<file path="src/rtl/axi4_lite_regfile.sv">
// AXI4-Lite slave register file: NUM_REGS x DATA_WIDTH, byte-lane writes, DECERR decode.
// Optional privilege check on awprot[0]/arprot[0] with `define AXI4_REGFILE_PRIV_EN.
package axi4;
  typedef logic [2:0] prot_t;
  typedef enum logic [1:0] {
    OKAY   = 2'b00,
    EXOKAY = 2'b01,
    SLVERR = 2'b10,
    DECERR = 2'b11
  } resp_t;
endpackage

module axi4_lite_regfile #(
  parameter int DATA_WIDTH = 32,
  parameter int ADDR_WIDTH = 12,
  parameter int NUM_REGS   = 16
) (
  input  logic                           clock,
  input  logic                           reset,
  input  logic [ADDR_WIDTH-1:0]          awaddr,
  input  axi4::prot_t                    awprot,
  input  logic                           awvalid,
  output logic                           awready,
  input  logic [DATA_WIDTH-1:0]          wdata,
  input  logic [DATA_WIDTH/8-1:0]        wstrb,
  input  logic                           wvalid,
  output logic                           wready,
  output axi4::resp_t                    bresp,
  output logic                           bvalid,
  input  logic                           bready,
  input  logic [ADDR_WIDTH-1:0]          araddr,
  input  axi4::prot_t                    arprot,
  input  logic                           arvalid,
  output logic                           arready,
  output logic [DATA_WIDTH-1:0]          rdata,
  output axi4::resp_t                    rresp,
  output logic                           rvalid,
  input  logic                           rready,
  output logic [NUM_REGS*DATA_WIDTH-1:0] reg_q,
  output logic [NUM_REGS-1:0]            wr_pulse
);

  localparam int NB   = DATA_WIDTH / 8;
  localparam int LSB  = $clog2(NB);
  localparam int IDXW = $clog2(NUM_REGS);
  localparam int HI   = LSB + IDXW;

  typedef enum logic {W_IDLE, W_RESP} wst_t;
  typedef enum logic {R_IDLE, R_RESP} rst_t;

  logic [DATA_WIDTH-1:0] r_regs [NUM_REGS];
  logic [NUM_REGS-1:0]   r_wr_pulse;

  // DECERR outranks the privilege check
  function automatic axi4::resp_t f_resp(
    input logic [ADDR_WIDTH-1:0] a,
    input logic                  priv_ok
  );
    if ((a >> HI) != '0) return axi4::DECERR;
    if (!priv_ok)        return axi4::SLVERR;
    return axi4::OKAY;
  endfunction

  // ---------------- write path ----------------
  wst_t                  r_wst, w_wst_nxt;
  logic                  r_aw_held, r_w_held;
  logic [ADDR_WIDTH-1:0] r_awaddr;
  axi4::prot_t           r_awprot;
  logic [DATA_WIDTH-1:0] r_wdata;
  logic [NB-1:0]         r_wstrb;
  axi4::resp_t           r_bresp;

  logic                  w_aw_hs, w_w_hs, w_commit, w_aw_priv;
  logic [ADDR_WIDTH-1:0] w_waddr;
  axi4::prot_t           w_wprot;
  logic [DATA_WIDTH-1:0] w_wd;
  logic [NB-1:0]         w_ws;
  logic [IDXW-1:0]       w_widx;
  axi4::resp_t           w_wresp;

  assign w_aw_hs  = awvalid && awready;
  assign w_w_hs   = wvalid && wready;
  assign w_waddr  = r_aw_held ? r_awaddr : awaddr;
  assign w_wprot  = r_aw_held ? r_awprot : awprot;
  assign w_wd     = r_w_held ? r_wdata : wdata;
  assign w_ws     = r_w_held ? r_wstrb : wstrb;
  assign w_widx   = w_waddr[LSB +: IDXW];
  assign w_commit = (r_wst == W_IDLE)
                 && (r_aw_held || w_aw_hs)
                 && (r_w_held || w_w_hs);
`ifdef AXI4_REGFILE_PRIV_EN
  assign w_aw_priv = w_wprot[0];
`else
  assign w_aw_priv = 1'b1;
`endif
  assign w_wresp  = f_resp(w_waddr, w_aw_priv);

  always_ff @(posedge clock) begin
    if (reset) r_wst <= W_IDLE;
    else       r_wst <= w_wst_nxt;
  end

  always_comb begin
    w_wst_nxt = r_wst;
    unique case (r_wst)
      W_IDLE: if (w_commit) w_wst_nxt = W_RESP;
      W_RESP: if (bready)   w_wst_nxt = W_IDLE;
      default:              w_wst_nxt = W_IDLE;
    endcase
  end

  always_comb begin
    awready = 1'b0;
    wready  = 1'b0;
    bvalid  = 1'b0;
    unique case (r_wst)
      W_IDLE: begin
        awready = !r_aw_held && !reset;
        wready  = !r_w_held && !reset;
      end
      W_RESP:  bvalid = 1'b1;
      default: bvalid = 1'b0;
    endcase
  end

  always_ff @(posedge clock) begin
    if (reset) begin
      r_aw_held  <= 1'b0;
      r_w_held   <= 1'b0;
      r_awaddr   <= '0;
      r_awprot   <= '0;
      r_wdata    <= '0;
      r_wstrb    <= '0;
      r_bresp    <= axi4::OKAY;
      r_wr_pulse <= '0;
      for (int i = 0; i < NUM_REGS; i++) r_regs[i] <= '0;
    end else begin
      r_wr_pulse <= '0;
      if (w_aw_hs) begin
        r_aw_held <= 1'b1;
        r_awaddr  <= awaddr;
        r_awprot  <= awprot;
      end
      if (w_w_hs) begin
        r_w_held <= 1'b1;
        r_wdata  <= wdata;
        r_wstrb  <= wstrb;
      end
      if (bvalid && bready) begin
        r_aw_held <= 1'b0;
        r_w_held  <= 1'b0;
      end
      if (w_commit) begin
        r_bresp <= w_wresp;
        if (w_wresp == axi4::OKAY) begin
          r_wr_pulse[w_widx] <= 1'b1;
          for (int k = 0; k < NB; k++)
            if (w_ws[k]) r_regs[w_widx][8*k +: 8] <= w_wd[8*k +: 8];
        end
      end
    end
  end

  assign bresp    = r_bresp;
  assign wr_pulse = r_wr_pulse;

  // ---------------- read path ----------------
  rst_t                  r_rst, w_rst_nxt;
  logic [DATA_WIDTH-1:0] r_rdata;
  axi4::resp_t           r_rresp;
  logic                  w_ar_hs, w_ar_priv;
  axi4::resp_t           w_rresp;

  assign w_ar_hs = arvalid && arready;
`ifdef AXI4_REGFILE_PRIV_EN
  assign w_ar_priv = arprot[0];
`else
  assign w_ar_priv = 1'b1;
`endif
  assign w_rresp = f_resp(araddr, w_ar_priv);

  always_ff @(posedge clock) begin
    if (reset) r_rst <= R_IDLE;
    else       r_rst <= w_rst_nxt;
  end

  always_comb begin
    w_rst_nxt = r_rst;
    unique case (r_rst)
      R_IDLE: if (w_ar_hs) w_rst_nxt = R_RESP;
      R_RESP: if (rready)  w_rst_nxt = R_IDLE;
      default:             w_rst_nxt = R_IDLE;
    endcase
  end

  always_comb begin
    arready = 1'b0;
    rvalid  = 1'b0;
    unique case (r_rst)
      R_IDLE:  arready = !reset;
      R_RESP:  rvalid  = 1'b1;
      default: rvalid  = 1'b0;
    endcase
  end

  always_ff @(posedge clock) begin
    if (reset) begin
      r_rdata <= '0;
      r_rresp <= axi4::OKAY;
    end else if (w_ar_hs) begin
      r_rresp <= w_rresp;
      r_rdata <= (w_rresp == axi4::OKAY)
               ? r_regs[araddr[LSB +: IDXW]] : '0;
    end
  end

  assign rdata = r_rdata;
  assign rresp = r_rresp;

  for (genvar gi = 0; gi < NUM_REGS; gi++) begin : g_q
    assign reg_q[gi*DATA_WIDTH +: DATA_WIDTH] = r_regs[gi];
  end

  // byte-offset bits and unused prot bits are don't-care by design
  logic w_unused;
  assign w_unused = ^{w_waddr[LSB-1:0], araddr[LSB-1:0], w_wprot, arprot};

endmodule
</file>
<file path="config.mk">
export PLATFORM = sky130hd
export DESIGN_NAME = axi4_lite_regfile
export DESIGN_NICKNAME = d
export VERILOG_FILES = /design/src/rtl/axi4_lite_regfile.sv
export SDC_FILE = /design/constraint.sdc
export NUM_CORES = 1
export LEC_CHECK = 0
export BUFFER_PORTS_ARGS = -buffer_cell sky130_fd_sc_hd__buf_2
export CORE_ASPECT_RATIO = 1.5
export CORE_MARGIN = 2
export CORE_UTILIZATION = 40
export DETAILED_ROUTE_END_ITERATION = 12
export PLACE_DENSITY_LB_ADDON = 0.25
export SETUP_SLACK_MARGIN = 0.3
export SLEW_MARGIN = 20
export SYNTH_ARGS = -nofsm -noshare
export SYNTH_HDL_FRONTEND = slang
export SYNTH_SLANG_ARGS = --single-unit
</file>
<file path="constraint.sdc">
create_clock -name clock -period 2.7 [get_ports clock]
set_clock_uncertainty 0.1 [all_clocks]
set_input_delay 0.135 -clock clock [delete_from_list [all_inputs] [get_ports clock]]
set_output_delay 0.135 -clock clock [all_outputs]
set_load 0.01 [all_outputs]
</file>
==> flow_summary.ini <==
[outcome]
run_status = finished clean

[layout]
n_fill_cell = 5966
multi_input_area_sq_um = 8850
layout-drive-gt1-share_pct = 43.1
ff_latch_area_sq_um = 17400
layout_commonest_cell = buf_2
mostFrequentLayoutCells = buf_2, edfxtp_1, nor2_1
final_nets = 2682
fin_area_sq_um = 34000
syn2layout_area_growth_pct = 25.2

[sta]
fmax_ghz = 0.417
drv_slew = 0
relSlewSlack_pct = 50.5
rsz0062_at_grt = yes
worst_pin_slew_ps = 743
finalCriticalPeriod_ps = 2400
finalCritPeriodShare_pct = 88.7
final_hold_viol_count = 0
fin_tns_setup_ps = 0
setup_viol = 0

[route]
dr.pass1.iters = 7
ant_nets = 0
vias_per_cell = 5.80
drt_iter0_drc = 1789
wl_per_cell_microns = 29.3
vias = 20600
drcViolationCount = 0
routed_wl_mm = 104

[grt]
busiest_layer = met2
grt_pass1_vias = 20200
grtUsageTotal_pct = 28.9
grtUsageMet2_pct = 50.6
overflow = 0
grt_max_degree = 68
grt_pass1_wl_mm = 144
met1_usage_pct = 35.5
antenna_found_initial = 1
global_route.usage.met3_pct = 4.99

[yosys]
syn_nets = 2020
syn_area_sq_um = 27200
syn_area_per_cell_sq_um = 14.0
ys_ff_latch = 612
yosysUniqueCellTypes = 46
async_flop_share_pct = 0
seq_area_frac_synth_pct = 64.0
syn_inst = 1947
yosys_most_used_dff = edfxtp_1
ys_warn_count = 0
synth-edff-count = 512

[floorplan]
io_pins = 642
die-area_sq_um = 70100
coreArea_sq_um = 67500
rows = 117
die_h_microns = 323
initial_core_util_pct = 40.3
die_x_microns = 217

[cts]
numClockSinks = 612
clk_latency_ps = 630
cts_buffers = 57
cts.htree.levels = 2
clk_path_buf_depth = 3
clk_pin_slew_ps = 70
root_buffer = clkbuf_16
cts_tree = yes

[pwr]
p_leak_nw = 13.1
cellPowerDensity_nw_per_um2 = 619
ir_drop_v = 0.000543
p_total_w = 0.0211

[setup_path]
criticalPathCategory = flop to flop
critPathTopFamily = simple AND/OR/NAND/NOR gates
start_kind = flop
arrival_ps = 2560
critical_path_buf_inv_count = 0
cp_slowest_cell = or3b_4
end_kind = flop
crit_required_ps = 2860
cp_slowest_stage_delay_ps = 460
path_cells = or3b_4 > and2_1 > nor2_1 > a31o_2
path_max_fanout = 12

[placed_design]
io_buffers = 631
place_congestion = 0.935
dp_hpwl_mm = 74.7
dpl_cell_area_sq_um = 31500

[job]
maxCapViolCount = 0

[min_path]
hold_path_class = input pin to flop
[synth_stat cells (2+ instances only)]
cell / n / area share, %
a31o_2: 64 / 2.1
o21ai_1: 30 / 0.55
edfxtp_1: 512 / 57
nor2_2: 44 / 1.0
o2111ai_4: 11 / 1.1
and2_1: 11 / 0.25
nand3_1: 3 / 0.055
mux4_2: 128 / 11
a21oi_1: 2 / 0.037
buf_4: 17 / 0.47
buf_6: 32 / 1.3
clkbuf_1: 74 / 1.0
dfxtp_1: 100 / 7.4
mux2i_1: 32 / 1.2
nor4_1: 3 / 0.069
o21ai_0: 48 / 0.88
or3b_4: 5 / 0.21
buf_1: 7 / 0.097
a22oi_2: 10 / 0.46
nor3_1: 129 / 2.4
inv_1: 13 / 0.18
nor3_2: 2 / 0.074
nor2_1: 372 / 5.1
a22oi_1: 67 / 1.9
or3_4: 2 / 0.083
nand2_2: 2 / 0.046
mux2_2: 32 / 1.3
nor2b_1: 7 / 0.16
buf_2: 64 / 1.2
nand2_1: 99 / 1.4
nor3b_1: 2 / 0.055
o2111ai_2: 5 / 0.28
nand3b_1: 5 / 0.14
[metal layers]
metal / vias to the layer above / part of all wire [%]
met1: 10500 / 37
met3: 225 / 7.8
li1: 8623 / -
met2: 1273 / 51
met5: - / 0
met4: 0 / 4.1
[cells by family (layout without fill, tap and decap cells)]
| kind of cell | Yosys count | in the layout | synth area share (%) |
|---|---|---|---|
| flip-flops | 612 | 612 | 64.0 |
| buffers and inverters | 209 | 916 | 4.30 |
| AND/OR/NAND/NOR | 690 | 690 | 11.2 |
| AO/OA/AOI/OAI | 244 | 244 | 7.46 |
| other | 0 | 3 | 0 |
| multiplexers | 192 | 192 | 13.1 |
[tightest hold or removal path, stage by stage]
cell     delay (ps)
buf_6           150
mux4_2          190
mux2_2          130
a22oi_1          50
o21ai_1          70
[layout make-up]
cell class | instances | share of cell area, %
Sequential cell | 612 | 51.1
Multi-Input combinational cell | 1126 | 26.0
Timing Repair Buffer | 797 | 14.2
Clock buffer | 66 | 4.32
Tap cell | 892 | 3.28
Clock inverter | 38 | 0.971
Inverter | 15 | 0.169
Antenna cell | 3 | 0.0221
[path summary, 6_finish.rpt]
path              cells after the start  slack, ps                            to                startpoint
hold reg to reg                       2        360      r_wdata[24]$_SDFFE_PP0P_  r_wdata[24]$_SDFFE_PP0P_
setup / recovery                      4        300  r_regs[10][28]$_SDFFCE_PN0P_    r_aw_held$_SDFFE_PP0P_
setup reg to reg                      4        300  r_regs[10][28]$_SDFFCE_PN0P_    r_aw_held$_SDFFE_PP0P_
hold / removal                        5         60        rdata[12]$_SDFFE_PP0P_                 araddr[5]
[timing repair]
item	4_1_cts	5_1_grt
gates cloned	0	0
gates resized for setup	8	21
setup buffers	0	1
endpoints found under the hold margin	282	0
hold buffers	58	0
setup endpoints to repair	510	438
[report_power, final]
part	internal [W]	leakage, nW	switching (W)
clock	0.00438	0.871	0.00361
combinational	0.000860	6.12	0.00138
sequential	0.0105	6.10	0.000306
total	0.0158	13.1	0.00529
[stage by stage]
step | setup slack [ps] | cells | utilization [%] | hold WS, ps
4_1_cts | 308 | 3545 | 50.2 | 1.15
3_3_place_gp | 150 | 3383 | 46.6 | 220
2_1_floorplan | 635 | 1947 | - | 135
6_report | 305 | 3549 | 50.4 | 55.3
5_1_grt | 219 | 3547 | 50.4 | 65.9
3_5_place_dp | 150 | 3383 | 46.6 | 247
[state kept, by name (all words and copies together) (netlist names)]
| signal | flops |
|---|---|
| r_wdata | 32 |
| r_awaddr | 10 |
| r_wstrb | 4 |
| rdata | 32 |
| r_rst | 1 |
| wr_pulse | 16 |
| r_wst | 1 |
| r_aw_held | 1 |
| rresp | 1 |
| bresp | 1 |
| r_regs | 512 |
| r_w_held | 1 |
Note: power is estimated with default switching activity, not from simulation.
